$ cat src/rtl/interlock_ctrl_u.sv
// Pipeline interlock for NUM_PORTS memory ports with stall-length watchdog and sticky timeout error.
// Optional stall performance counter is built when INTERLOCK_PERF_EN is defined.
module interlock_ctrl_u #(
  parameter int NUM_PORTS      = 2,
  parameter int TIMEOUT_W      = 8,
  parameter int TIMEOUT_CYCLES = 255,
  localparam int PORT_W        = (NUM_PORTS > 1) ? $clog2(NUM_PORTS) : 1
) (
  input  logic                 clk,
  input  logic                 rst,
  input  logic [NUM_PORTS-1:0] req,
  input  logic [NUM_PORTS-1:0] ack_n,
  input  logic                 err_clr,
  output logic                 interlock,
  output logic [TIMEOUT_W-1:0] stall_len,
  output logic                 timeout_err,
  output logic [PORT_W-1:0]    err_port,
  output logic [31:0]          stall_total
);

  typedef enum logic [1:0] {
    IDLE  = 2'd0,
    WAIT  = 2'd1,
    ERROR = 2'd2
  } state_e;

  localparam logic [TIMEOUT_W-1:0] LAST_LEN = TIMEOUT_W'(TIMEOUT_CYCLES - 1);

  state_e                 state_r, state_nxt_s;
  logic [TIMEOUT_W-1:0]   len_r, len_nxt_s;
  logic                   err_r, err_nxt_s;
  logic [PORT_W-1:0]      port_r, port_nxt_s;
  logic [NUM_PORTS-1:0]   pending_s;
  logic                   any_pend_s;
  logic                   interlock_s;
  logic [PORT_W-1:0]      low_idx_s;

  assign pending_s  = req & ack_n;
  assign any_pend_s = |pending_s;

  // Lowest-index pending port; scanning downward lets the lowest index win.
  always_comb begin
    low_idx_s = '0;
    for (int i = NUM_PORTS - 1; i >= 0; i--) begin
      if (pending_s[i]) begin
        low_idx_s = PORT_W'(i);
      end else begin
        low_idx_s = low_idx_s;
      end
    end
  end

  // Next-state, watchdog bookkeeping and combinational interlock.
  always_comb begin
    state_nxt_s = state_r;
    len_nxt_s   = len_r;
    err_nxt_s   = err_r;
    port_nxt_s  = port_r;
    interlock_s = any_pend_s;
    case (state_r)
      IDLE: begin
        if (any_pend_s) begin
          if (TIMEOUT_CYCLES == 1) begin
            state_nxt_s = ERROR;
            err_nxt_s   = 1'b1;
            port_nxt_s  = low_idx_s;
          end else begin
            state_nxt_s = WAIT;
            len_nxt_s   = TIMEOUT_W'(1);
          end
        end else begin
          len_nxt_s = '0;
        end
      end
      WAIT: begin
        if (!any_pend_s) begin
          state_nxt_s = IDLE;
          len_nxt_s   = '0;
        end else if (len_r == LAST_LEN) begin
          state_nxt_s = ERROR;
          err_nxt_s   = 1'b1;
          port_nxt_s  = low_idx_s;
        end else begin
          len_nxt_s = len_r + TIMEOUT_W'(1);
        end
      end
      ERROR: begin
        // Pending requests in the clearing cycle are re-evaluated from IDLE next cycle.
        interlock_s = 1'b1;
        if (err_clr) begin
          state_nxt_s = IDLE;
          err_nxt_s   = 1'b0;
          len_nxt_s   = '0;
        end else begin
          state_nxt_s = ERROR;
        end
      end
      default: begin
        state_nxt_s = IDLE;
        len_nxt_s   = '0;
        err_nxt_s   = 1'b0;
        interlock_s = 1'b1;
      end
    endcase
  end

  // State and watchdog registers.
  always_ff @(posedge clk) begin
    if (rst) begin
      state_r <= IDLE;
      len_r   <= '0;
      err_r   <= 1'b0;
      port_r  <= '0;
    end else begin
      state_r <= state_nxt_s;
      len_r   <= len_nxt_s;
      err_r   <= err_nxt_s;
      port_r  <= port_nxt_s;
    end
  end

  assign interlock   = interlock_s;
  assign stall_len   = len_r;
  assign timeout_err = err_r;
  assign err_port    = port_r;

`ifdef INTERLOCK_PERF_EN
  logic [31:0] total_r;

  // Saturating count of stalled edges; only rst clears it.
  always_ff @(posedge clk) begin
    if (rst) begin
      total_r <= 32'd0;
    end else if (interlock_s && (total_r != 32'hFFFF_FFFF)) begin
      total_r <= total_r + 32'd1;
    end else begin
      total_r <= total_r;
    end
  end

  assign stall_total = total_r;
`else
  assign stall_total = 32'd0;
`endif

endmodule

$ cat config.mk
export PLATFORM = sky130hd
export DESIGN_NAME = interlock_ctrl_u
export DESIGN_NICKNAME = d
export VERILOG_FILES = /design/src/rtl/interlock_ctrl_u.sv
export SDC_FILE = /design/constraint.sdc
export NUM_CORES = 1
export LEC_CHECK = 0
export ABC_CLOCK_PERIOD_IN_PS = 4400
export BUFFER_PORTS_ARGS = -buffer_cell sky130_fd_sc_hd__buf_2
export CAP_MARGIN = 20
export CORE_MARGIN = 5
export CORE_UTILIZATION = 25
export CTS_CLUSTER_DIAMETER = 200
export CTS_CLUSTER_SIZE = 12
export DETAILED_ROUTE_END_ITERATION = 10
export PLACE_DENSITY = 0.47
export SKIP_CTS_REPAIR_TIMING = 1
export SYNTH_ARGS = -nofsm -noshare
export SYNTH_HDL_FRONTEND = slang
export SYNTH_SLANG_ARGS = --single-unit
$ cat constraint.sdc
create_clock -name clk -period 4.4 [get_ports clk]
set_input_delay 0.88 -clock clk [delete_from_list [all_inputs] [get_ports clk]]
set_output_delay 0.88 -clock clk [all_outputs]
set_load 0.02 [all_outputs]
==> qor_table.md, run 1 <==
| Parameter | Reported | Unit |
|---|---|---|
| DR WL/cell | 10.78 | um |
| Die area | 4963 | um^2 |
| Footprint of the multi-input gates | 525.5 | um^2 |
| Combinational share of power | 16.3 | % |
| Number of nets in the finished design | 133 | - |
| Total number of clock tree sinks | 12 | - |
| Maximum clock skew at final layout | 0.003162 | ns |
| Worst relative slew slack | 40.55 | % |
| # port buffers | 17 | - |
| Maximum fanout along the worst path | 7 | - |
| Core Rows | 22 | - |
| First-pass GRT wire length | 2925 | um |
| Run status | finished clean | - |
| Share of synthesized cell area in and, or, nand and nor gates | 23.15 | % |
| Antenna diode instance count | 0 | - |
| Top-level port count | 50 | - |
| Synth Area in Compound Gates | 17.40 | % |
| Number of instances in the synthesized netlist | 106 | - |
| Cell at the root of the clock tree | sky130_fd_sc_hd__clkbuf_8 | - |
| H-tree lvl count | 1 | - |
| Estimated wirelength of the detail-placed design | 1468 | um |
| Final core occ | 26.51 | % |
| Share of the synthesized area in the top cell type | 26.30 | % |
| XOR/XNOR share of the synthesized area | 0 | % |
| Total global-route track usage | 7.249 | % |
| Initial cell density of the core | 25.33 | % |
| Type of the worst min-delay path | reg2reg | - |
| Post-synth design cell area | 913.4 | um^2 |
| Max-slew violation count | 0 | - |
| Number of DRC markers after the initial detailed-route iteration | 40 | - |
| Area contributors post-synth | sky130_fd_sc_hd__dfxtp_1 (26%), sky130_fd_sc_hd__buf_4 (26%), sky130_fd_sc_hd__a21boi_1 (3.3%) | - |
| Max clock buf depth | 2 | - |
| Sort of element at the start of the critical path | input port | - |
| Count of endpoints failing setup in the final report | 0 | - |
| Worst Path Required | 3.52 | ns |
| Clock tree from TritonCTS | built | - |
| Fmax | 0.3919 | GHz |
| Count of cell types in the netlist | 36 | - |
| Worst vdd rail ir drop | 0.06621 | mV |
| Accumulated negative setup slack | 0 | ns |
| Kind of critical path | in2out | - |
| Slack of the critical path | 1.849 | ns |
| Mux contribution to synthesized area | 1.096 | % |
| FF/Latch Area | 240.2 | um^2 |
| Worst Setup End Kind | output pin | - |
| Die boundary height | 70.45 | um |
| Post-layout instance count excluding filler cells | 170 | - |
| DP Cell Count | 167 | - |
| Final hold slack | 0.4537 | ns |
| Switching power summed over all nets | 0.07427 | mW |
| Power density cells | 263.3 | nW/um^2 |
| Register bit total from synthesis | 12 | - |
| Antenna violations before repair | 0 | - |
| Internal power component | 0.1774 | mW |
| Post-synth EDFFs | 0 | - |
| DIE WIDTH | 70.45 | um |
| Slew @ Worst Pin | 0.8844 | ns |
| Fraction of the mapped netlist area in adder cells | 2.740 | % |
| Mean number of vias per cell | 4.253 | - |
| Clock network latency to the later pin of the worst-skew pair | 0.24 | ns |
| Worst reg2reg setup slack | 2.43 | ns |
| GP Congestion | 0.8019 | - |
| Number of global-route vias before repair | 646 | - |
| Post-DRT Antenna Nets | 0 | - |
| Detailed-routing iteration count for the pre-antenna-repair pass | 4 | - |
| Yosys Warn Count | 0 | - |
| Placement-stage worst setup slack | 1.846 | ns |
| Layout-stage area growth over the synthesis result | 4.658 | % |
| Clock network fraction of total power | 39.0 | % |
| Maximum capacitance violations | 0 | - |
| Routed via count | 723 | - |
| Pin count of the biggest net entering global routing | 12 | - |
| Top flip-flop cell by instance count after synthesis | sky130_fd_sc_hd__dfxtp_1 | - |
| Share of the cycle needed by the critical path after routing | 57.99 | % |
| Unrepaired setup endpoints after global routing | false | - |
| Inserted Clock Buffers | 3 | - |
| Area of the core | 3606 | um^2 |
| Remaining DRCs | 0 | - |
| Post-CTS clock slew at the launch and capture registers of the worst setup and hold paths | 0.05 | ns |
| Leakage component of the power | 0.3975 | nW |
| Arrival time at the worst endpoint | 1.67 | ns |
| Sequential-to-total area share from yosys stat | 26.30 | % |
| GRT Residual Overflow | 0 | - |
| Minimum period implied by the final worst setup slack | 2.551 | ns |
| Count of fill cells added during filler insertion | 414 | - |
| Final Hold Viols | 0 | - |
| Share of flip-flops with an asynchronous set or reset | 0 | % |
| Proportion of total power due to net switching | 29.51 | % |
| Cell accounting for the most synthesized area | sky130_fd_sc_hd__dfxtp_1 | - |
| Routed wire length | 1833 | um |
| Main combinational cell family by area after synthesis | buffers and inverters | - |
| Proportion of power drawn by flip-flops and latches | 44.7 | % |
| Synth Area per Inst | 8.617 | um^2 |
| Proportion of layout cells with a drive suffix above 1 | 21.31 | % |
## registers in the layout, indices dropped and copies added, names as in the netlist
name and cells:
err_port 1, timeout_err 1, state_r 2, stall_len 8
## cells by family after synthesis
kind of cell / after synthesis
DFF: 12
adders and majority gates: 2
and+or+nand+nor: 33
other: 1
buffers and inverters: 36
AOI/OAI and AO/OA: 21
muxes: 1
## layout by cell type, fill, tap and decap left out, types with 2 or more instances in the layout
cell	Yosys	routed
sky130_fd_sc_hd__ha_1	2	2
sky130_fd_sc_hd__or3_1	2	2
sky130_fd_sc_hd__o21ai_0	4	4
sky130_fd_sc_hd__a21oi_1	3	3
sky130_fd_sc_hd__buf_2	1	17
sky130_fd_sc_hd__nand2b_1	2	2
sky130_fd_sc_hd__or3b_1	2	2
sky130_fd_sc_hd__or4_1	2	2
sky130_fd_sc_hd__nand2_1	8	8
sky130_fd_sc_hd__nand3_1	4	4
sky130_fd_sc_hd__o31ai_1	2	2
sky130_fd_sc_hd__a21boi_1	4	4
sky130_fd_sc_hd__nor2_1	3	3
sky130_fd_sc_hd__clkbuf_8	0	3
sky130_fd_sc_hd__a2111oi_0	2	2
sky130_fd_sc_hd__conb_1	1	32
sky130_fd_sc_hd__nand4b_1	2	2
sky130_fd_sc_hd__dfxtp_1	12	12
## synthesized netlist by cell type (2+ instances only)
cell and count:
sky130_fd_sc_hd__a2111oi_0 2, sky130_fd_sc_hd__a21boi_1 4, sky130_fd_sc_hd__a21oi_1 3, sky130_fd_sc_hd__buf_4 32, sky130_fd_sc_hd__dfxtp_1 12, sky130_fd_sc_hd__ha_1 2
sky130_fd_sc_hd__nand2_1 8, sky130_fd_sc_hd__nand2b_1 2, sky130_fd_sc_hd__nand3_1 4, sky130_fd_sc_hd__nand4b_1 2, sky130_fd_sc_hd__nor2_1 3, sky130_fd_sc_hd__o21ai_0 4
sky130_fd_sc_hd__o31ai_1 2, sky130_fd_sc_hd__or3_1 2, sky130_fd_sc_hd__or3b_1 2, sky130_fd_sc_hd__or4_1 2
## area by class of cell
class / instances / share of cell area (%)
Clock buffer: 3 / 4.319
Inverter: 1 / 0.3927
Sequential cell: 12 / 25.13
Tap cell: 48 / 6.283
Timing Repair Buffer: 17 / 8.901
Multi-Input combinational cell: 89 / 54.97
## through the flow
step	total power, mW	area, um^2
floorplan	0.1693	1030
global route	0.2653	955.9
detailed placement	0.1551	914.6
finish	0.2517	955.9
global placement	0.1545	914.6
CTS	0.2557	955.9
## layer usage
metal | global-route usage [%] | wire, um | vias to the layer above
li1 | - | - | 350
met1 | 8.942 | 772 | 333
met2 | 11.33 | 852 | 36
met3 | 1.295 | 176 | 4
met4 | 4.894 | 32 | 0
met5 | 0 | 0 | -
## power by group through the flow
| stage | sequential [mW] | clock (mW) | combinational [mW] |
|---|---|---|---|
| after floorplan | 0.115 | 0 | 0.0545 |
| after global placement | 0.115 | 0 | 0.0400 |
| after detailed placement | 0.115 | 0 | 0.0405 |
| after CTS | 0.112 | 0.103 | 0.0405 |
| after global routing | 0.113 | 0.108 | 0.0444 |
| final | 0.112 | 0.0982 | 0.0411 |
## worst max-delay path: stages
cell and delay (ns):
sky130_fd_sc_hd__buf_2 0.12, sky130_fd_sc_hd__a22oi_4 0.26, sky130_fd_sc_hd__or2b_1 0.25, sky130_fd_sc_hd__buf_2 0.16
## final timing paths
| kind | startpoint | to | cells past startpoint |
|---|---|---|---|
| worst max-delay path | req[0] | interlock | 4 |
| worst min-delay path | timeout_err$_SDFFE_PP0P_ | timeout_err$_SDFFE_PP0P_ | 2 |
| worst max register to register | stall_len[1]$_SDFFE_PP0P_ | stall_len[2]$_SDFFE_PP0P_ | 5 |
| worst min register to register | timeout_err$_SDFFE_PP0P_ | timeout_err$_SDFFE_PP0P_ | 2 |
Note: power is estimated with default switching activity, not from simulation.
==> inputs of run 2 (changes only) <==
Settings changed: ABC_AREA set to 1, ABC_CLOCK_PERIOD_IN_PS 4400 to 2600, PLACE_DENSITY 0.47 to 0.46.
Clock period 4.4 ns to 2.6 ns, I/O delays scaled along.
==> qor_table.md, run 2 <==
| Parameter | Reported | Unit | Delta |
|---|---|---|---|
| Number of nets in the finished design | 173 | - | +30% |
| Area of the core | 3716 | um^2 | +3.1% |
| Worst reg2reg setup slack | 1.04 | ns | -1.39 ns |
| Post-CTS clock slew at the launch and capture registers of the worst setup and hold paths | 0.06 | ns | about the same |
| Top flip-flop cell by instance count after synthesis | sky130_fd_sc_hd__dfxtp_1 | - |  |
| Register bit total from synthesis | 12 | - | unchanged |
| Antenna diode instance count | 0 | - | unchanged |
| Antenna violations before repair | 0 | - | unchanged |
| Initial cell density of the core | 26.20 | % | +0.87 points |
| Share of the cycle needed by the critical path after routing | 65.31 | % |  |
| Top-level port count | 50 | - | unchanged |
| Unrepaired setup endpoints after global routing | false | - |  |
| DR WL/cell | 9.474 | um | -12% |
| Die area | 5242 | um^2 | +5.6% |
| DP Cell Count | 207 | - | +24% |
| Maximum clock skew at final layout | 0.005089 | ns | +0.001927 ns |
| Post-synth design cell area | 973.4 | um^2 | +6.6% |
| Fmax | 0.5889 | GHz |  |
| Arrival time at the worst endpoint | 1.18 | ns | -0.49 ns |
| Proportion of layout cells with a drive suffix above 1 | 19.63 | % | -1.7 points |
| Startpoint of the tightest hold check path | timeout_err$_SDFFE_PP0P_ | - |  |
| Cell accounting for the most synthesized area | sky130_fd_sc_hd__dfxtp_1 | - |  |
| Synth Area per Inst | 6.760 | um^2 | -22% |
| Library cell with the highest instance count after synthesis | sky130_fd_sc_hd__buf_4 | - |  |
| Pin count of the biggest net entering global routing | 10 | - | -2 |
| Yosys Warn Count | 0 | - | unchanged |
| Cell at the root of the clock tree | sky130_fd_sc_hd__clkbuf_8 | - |  |
| Power density cells | 455.5 | nW/um^2 | +73% |
| Sequential-to-total area share from yosys stat | 24.68 | % | -1.6 points |
| CP most frequent cell | sky130_fd_sc_hd__nand2_1 | - |  |
| Worst Setup End Kind | output pin | - |  |
| Count of cell types in the netlist | 22 | - | -39% |
| H-tree lvl count | 1 | - | unchanged |
| Worst Path Required | 2.08 | ns | -1.44 ns |
| Share of the synthesized area in the top cell type | 24.68 | % | -1.6 points |
| Run status | finished clean | - |  |
| Type of the worst min-delay path | reg2reg | - |  |
| GRT Residual Overflow | 0 | - | unchanged |
| Most common cell after layout, fill and taps aside | sky130_fd_sc_hd__conb_1 | - |  |
| Final hold slack | 0.4730 | ns | +0.01933 ns |
| Max clock buf depth | 2 | - | unchanged |
| Critical path cell sequence | buf_2 > nand2_1 > nand2_1 > inv_1 > nand2_1 > buf_2 | - |  |
| Clock network latency to the later pin of the worst-skew pair | 0.25 | ns | about the same |
| CP max stage cell | sky130_fd_sc_hd__nand2_1 | - |  |
| Remaining DRCs | 0 | - | unchanged |
| Met2 wire length | 926 | um | +8.7% |
| Number of flip-flops in the largest register | 8 | - | unchanged |
| Critical register-to-register path startpoint | stall_len[0]$_SDFFE_PP0P_ | - |  |
| Maximum fanout along the worst path | 6 | - | -1 |
| Endpoint of the most critical register-to-register path | stall_len[6]$_SDFFE_PP0P_ | - |  |
| Accumulated negative setup slack | 0 | ns | unchanged |
| Area contributors post-synth | sky130_fd_sc_hd__dfxtp_1 (25%), sky130_fd_sc_hd__buf_4 (25%), sky130_fd_sc_hd__nand2_1 (11%) | - |  |
| Maximum capacitance violations | 0 | - | unchanged |
| Commonest non-fill, non-tap cells in the layout | sky130_fd_sc_hd__conb_1 (32), sky130_fd_sc_hd__nand2_1 (29), sky130_fd_sc_hd__buf_2 (17), sky130_fd_sc_hd__inv_1 (15), sky130_fd_sc_hd__nor2_1 (13) | - |  |
| Count of endpoints failing setup in the final report | 0 | - | unchanged |
| Total number of clock tree sinks | 12 | - | unchanged |
| Mean number of vias per cell | 3.768 | - | -11% |
| Total global-route track usage | 7.708 | % | +0.46 points |
| First-pass GRT wire length | 3174 | um | +8.5% |
| Count of fill cells added during filler insertion | 435 | - | +5.1% |
| Detailed route wirelength on metal3 | 164 | um | -6.8% |
| Worst vdd rail ir drop | 0.1745 | mV | +160% |
| Cell depth of the worst min-delay path | 2 | - | unchanged |
| Detailed-routing iteration count for the pre-antenna-repair pass | 4 | - | unchanged |
| Layout-stage area growth over the synthesis result | 7.326 | % |  |
| Inserted Clock Buffers | 3 | - | unchanged |
| Endpoint, Worst Hold | timeout_err$_SDFFE_PP0P_ | - |  |
| Kind of critical path | in2out | - |  |
| Final Hold Viols | 0 | - | unchanged |
| Routed via count | 795 | - | +10% |
| Number of DRC markers after the initial detailed-route iteration | 16 | - | -60% |
| FF/Latch Area | 240.2 | um^2 | unchanged |
| Routed met1 length | 890 | um | +15% |
| Post-DRT Antenna Nets | 0 | - | unchanged |
| Footprint of the multi-input gates | 544.3 | um^2 | +3.6% |
| Sort of element at the start of the critical path | input port | - |  |
| Routed wire length | 1999 | um | +9.1% |
| Reg2Reg Depth | 11 | - | +6 |
| Post-synth EDFFs | 0 | - | unchanged |
| Die boundary height | 72.40 | um | +2.8% |
| Largest incremental delay on the critical path | 0.15 | ns | -0.11 ns |
| Max-slew violation count | 0 | - | unchanged |
| Post-layout instance count excluding filler cells | 211 | - | +24% |
| Minimum period implied by the final worst setup slack | 1.698 | ns |  |
| Leakage component of the power | 0.5120 | nW | +29% |
| Max Used Layer | met4 | - |  |
| GP Congestion | 0.7755 | - | -3.3% |
| Estimated wirelength of the detail-placed design | 1630 | um | +11% |
| Number of instances in the synthesized netlist | 144 | - | +36% |
| Clock tree from TritonCTS | built | - |  |
| Core Rows | 22 | - | unchanged |
| Share of flip-flops with an asynchronous set or reset | 0 | % | unchanged |
| Number of global-route vias before repair | 761 | - | +18% |
| Top post-synthesis cells by count | sky130_fd_sc_hd__buf_4 (32), sky130_fd_sc_hd__nand2_1 (29), sky130_fd_sc_hd__inv_1 (15) | - |  |
| DIE WIDTH | 72.40 | um | +2.8% |
| # port buffers | 17 | - | unchanged |
[run 2: cell types whose count changed in the layout (fill, tap and decap cells not counted), moves of 3 or more]
| cell | previous run | this run |
|---|---|---|
| sky130_fd_sc_hd__nand3_1 | 4 | 10 |
| sky130_fd_sc_hd__nand2_2 | 0 | 5 |
| sky130_fd_sc_hd__nor2_4 | 0 | 3 |
| sky130_fd_sc_hd__nor2_1 | 3 | 13 |
| sky130_fd_sc_hd__inv_1 | 1 | 15 |
| sky130_fd_sc_hd__a21oi_1 | 3 | 8 |
| sky130_fd_sc_hd__a21boi_1 | 4 | 0 |
| sky130_fd_sc_hd__nand2_1 | 8 | 29 |
[run 2: metal layers]
| metal | global-route usage (%) | vias to the layer above |
|---|---|---|
| li1 | - | 423 |
| met1 | 9.378 | 341 |
| met2 | 12.13 | 29 |
| met3 | 2.216 | 2 |
| met4 | 4.303 | 0 |
| met5 | 0 | - |
[run 2: worst max path at each step]
stage                           endpoint  slack, ns                      start  cells past startpoint
6_report                       interlock       0.90                     req[0]                      6
3_3_place_gp                   interlock       0.90                     req[0]                      6
3_5_place_dp                   interlock       0.89                     req[0]                      6
5_1_grt                        interlock       0.78                     req[0]                      6
2_1_floorplan  stall_len[6]$_SDFFE_PP0P_       1.10  stall_len[0]$_SDFFE_PP0P_                     10
4_1_cts                        interlock       0.88                     req[0]                      6
[run 2: cell type report]
cell class / count / share of cell area [%]
tap: 48 / 5.749
sequential: 12 / 22.99
inverter: 16 / 5.749
multi-input combinational: 114 / 52.10
timing repair buffer: 17 / 8.144
clock buffer: 4 / 5.269
[run 2: kinds of logic (layout without fill, tap and decap cells)]
group                      count (synthesis)  in the layout  share of synthesized area, %
and+or+nand+nor                           66             66                         32.65
AOI/OAI and AO/OA                         13             13                         7.456
other                                      1             32                        0.3852
DFF                                       12             12                         24.68
buffers and inverters                     49             37                         31.36
adders and majority gates                  2              2                         2.570
xor gates and xnor gates                   1              1                        0.8999
[run 2: through the flow]
stage | utilization (%) | total power, mW | area [um^2] | setup WS, ns
after floorplan | - | 0.2905 | 1090 | 1.103
after global placement | 26.63 | 0.2649 | 989.7 | 0.8951
final | 28.11 | 0.4759 | 1045 | 0.9018
after global routing | 28.11 | 0.4921 | 1045 | 0.7812
after detailed placement | 26.63 | 0.2645 | 989.7 | 0.8894
after CTS | 28.11 | 0.4784 | 1045 | 0.8849
[run 2: where the power goes]
part	switching, mW	internal (mW)	leakage, nW
Sequential	0.00293	0.186	0.0971
Clock	0.0803	0.134	0.0288
Combinational	0.0618	0.0107	0.386
[run 2: critical path, delay by kind of cell]
family                 cells  cell delay (ns)
AND/OR/NAND/NOR            3             0.27
buffers and inverters      3             0.37
==> inputs of run 3 (changes only) <==
Settings changed: ABC_AREA 1 to 0, ABC_CLOCK_PERIOD_IN_PS 2600 to 1450, PLACE_DENSITY 0.46 to 0.49.
Clock period 2.6 ns to 1.45 ns, I/O delays scaled along.
==> qor_table.md, run 3 (synthesized netlist as in run 1, its figures left out) <==
| Parameter | Reported | Unit | Delta |
|---|---|---|---|
| Worst Setup End Kind | flop | - |  |
| Estimated wirelength of the detail-placed design | 1776 | um | +9.0% |
| Proportion of power drawn by flip-flops and latches | 40.1 | % | +0.4 points |
| DIE WIDTH | 70.45 | um | -2.7% |
| Mean number of vias per cell | 4.245 | - | +13% |
| Total number of clock tree sinks | 12 | - | unchanged |
| Total global-route track usage | 8.079 | % | +0.37 points |
| Post-CTS clock slew at the launch and capture registers of the worst setup and hold paths | 0.06 | ns | about the same |
| Cell class contributing the biggest share of worst-path delay | simple AND/OR/NAND/NOR gates | - |  |
| Finished Cell Area | 1294 | um^2 | +24% |
| Number of global-route vias before repair | 725 | - | -4.7% |
| Worst Path Buf+Inv | 1 | - | -2 |
| Final Hold Viols | 0 | - | unchanged |
| Area of the core | 3606 | um^2 | -3.0% |
| Maximum fanout along the worst path | 3 | - | -3 |
| GRT Residual Overflow | 0 | - | unchanged |
| Clock tree from TritonCTS | built | - |  |
| Arrival time at the worst endpoint | 1.71 | ns | +0.53 ns |
| Number of DRC markers after the initial detailed-route iteration | 23 | - | +7 |
| Fmax | 0.6505 | GHz |  |
| Slack of the critical path | -0.08732 | ns | -0.9891 ns |
| Clock network fraction of total power | 38.8 | % | -6.2 points |
| Number of flip-flops in the largest register | 8 | - | unchanged |
| Proportion of total power due to net switching | 31.41 | % | +0.95 points |
| Worst vdd rail ir drop | 0.2769 | mV | +59% |
| Routed wire length | 2370 | um | +19% |
| Clock network latency to the later pin of the worst-skew pair | 0.25 | ns | about the same |
| Die boundary height | 70.45 | um | -2.7% |
| Worst Path Required | 1.62 | ns | -0.46 ns |
| Top-level port count | 50 | - | unchanged |
| Cell at the root of the clock tree | sky130_fd_sc_hd__clkbuf_8 | - |  |
| Proportion of layout cells with a drive suffix above 1 | 45.27 | % | +26 points |
| Combinational share of power | 21.0 | % | +5.8 points |
| Initial cell density of the core | 25.33 | % | -0.87 points |
| # port buffers | 17 | - | unchanged |
| Pin count of the biggest net entering global routing | 10 | - | unchanged |
| Core Rows | 22 | - | unchanged |
| Sort of element at the start of the critical path | flop | - |  |
| Critical path cell sequence | buf_6 > ha_4 > or3b_1 > or3_1 > a21boi_1 | - |  |
| GP Congestion | 0.7291 | - | -6.0% |
| Inserted Clock Buffers | 3 | - | unchanged |
| Failing checks | negative setup slack | - |  |
| CP max stage cell | sky130_fd_sc_hd__dfxtp_4 | - |  |
| Post-DP Area | 1110 | um^2 | +12% |
| Max-slew violation count | 0 | - | unchanged |
| H-tree lvl count | 1 | - | unchanged |
| Maximum clock skew at final layout | 0.005592 | ns | +0.0005026 ns |
| Unrepaired setup endpoints after global routing | true | - |  |
| Type of the worst min-delay path | in2reg | - |  |
| Commonest non-fill, non-tap cells in the layout | sky130_fd_sc_hd__conb_1 (32), sky130_fd_sc_hd__buf_4 (20), sky130_fd_sc_hd__buf_2 (13), sky130_fd_sc_hd__nand2_1 (8), sky130_fd_sc_hd__buf_6 (8) | - |  |
| Kind of critical path | reg2reg | - |  |
| Power density cells | 645.2 | nW/um^2 | +42% |
| Most common cell after layout, fill and taps aside | sky130_fd_sc_hd__conb_1 | - |  |
| Cell depth of the worst min-delay path | 3 | - | +1 |
| First-pass GRT wire length | 3263 | um | +2.8% |
| Detailed-routing iteration count for the pre-antenna-repair pass | 4 | - | unchanged |
| Share of the cycle needed by the critical path after routing | 106.0 | % |  |
| Pwr Total | 0.8347 | mW | +75% |
| Antenna violations before repair | 0 | - | unchanged |
| Number of cells on the critical path | 5 | - | -1 |
| Switching power summed over all nets | 0.2622 | mW | +81% |
| Run status | finished, violations left | - |  |
| Largest incremental delay on the critical path | 0.37 | ns | +0.22 ns |
| DR WL/cell | 12.09 | um | +28% |
| Layout-stage area growth over the synthesis result | 41.64 | % |  |
| Max clock buf depth | 2 | - | unchanged |
| Antenna diode instance count | 0 | - | unchanged |
| Internal power component | 0.5725 | mW | +73% |
| Die area | 4963 | um^2 | -5.3% |
| Count of endpoints failing setup in the final report | 6 | - | +6 |
| Post-DRT Antenna Nets | 0 | - | unchanged |
| Number of nets in the finished design | 158 | - | -8.7% |
| Leakage component of the power | 0.5650 | nW | +10% |
| Remaining DRCs | 0 | - | unchanged |
| Maximum capacitance violations | 0 | - | unchanged |
| Routed via count | 832 | - | +4.7% |
| Reg2Reg Depth | 5 | - | -6 |
| Final hold slack | 0.3258 | ns | -0.1473 ns |
| Minimum period implied by the final worst setup slack | 1.537 | ns |  |
-- run 3: layout make-up --
class	count	area (um^2)
multi-input combinational	90	621.8
sequential	12	257.7
fill	385	2312
inverter	1	3.754
clock buffer	3	41.29
tap	48	60.06
clock inverter	1	3.754
timing repair buffer	41	305.3
-- run 3: metrics by stage --
| step | TNS (ns) | worst slack [ns] | std cells | util (%) |
|---|---|---|---|---|
| floorplan | -0.1603 | -0.08116 | 137 | - |
| global placement | -0.4286 | -0.1200 | 189 | 30.78 |
| detailed placement | -0.5693 | -0.1314 | 189 | 30.78 |
| CTS | -0.5086 | -0.1323 | 193 | 32.03 |
| global route | -0.6498 | -0.1385 | 196 | 35.88 |
| finish | -0.2225 | -0.08732 | 196 | 35.88 |
-- run 3: routing by layer --
| metal | GRT usage (%) | share of wire, % |
|---|---|---|
| met5 | 0 | 0 |
| met1 | 10.07 | 40 |
| met4 | 3.830 | 1.7 |
| met3 | 1.871 | 8.4 |
| met2 | 12.99 | 50 |
-- run 3: path summary, 6_finish.rpt --
check / endpoint / slack, ns / start
max: stall_len[6]$_SDFFE_PP0P_ / -0.09 / stall_len[1]$_SDFFE_PP0P_
max reg2reg: stall_len[6]$_SDFFE_PP0P_ / -0.09 / stall_len[1]$_SDFFE_PP0P_
min reg2reg: err_port$_SDFFE_PP0P_ / 0.45 / err_port$_SDFFE_PP0P_
min: err_port$_SDFFE_PP0P_ / 0.33 / req[1]
-- run 3: worst min-delay path, stage by stage --
cell                      delay [ns]
sky130_fd_sc_hd__buf_6          0.10
sky130_fd_sc_hd__nand4_1        0.07
sky130_fd_sc_hd__a21oi_1        0.06
-- run 3: power by group through the flow --
stage	sequential, mW	clock, mW	combinational (mW)
after detailed placement	0.343	0	0.150
after global placement	0.342	0	0.148
after floorplan	0.347	0	0.167
after global routing	0.335	0.344	0.187
after CTS	0.336	0.333	0.150
final	0.335	0.324	0.175
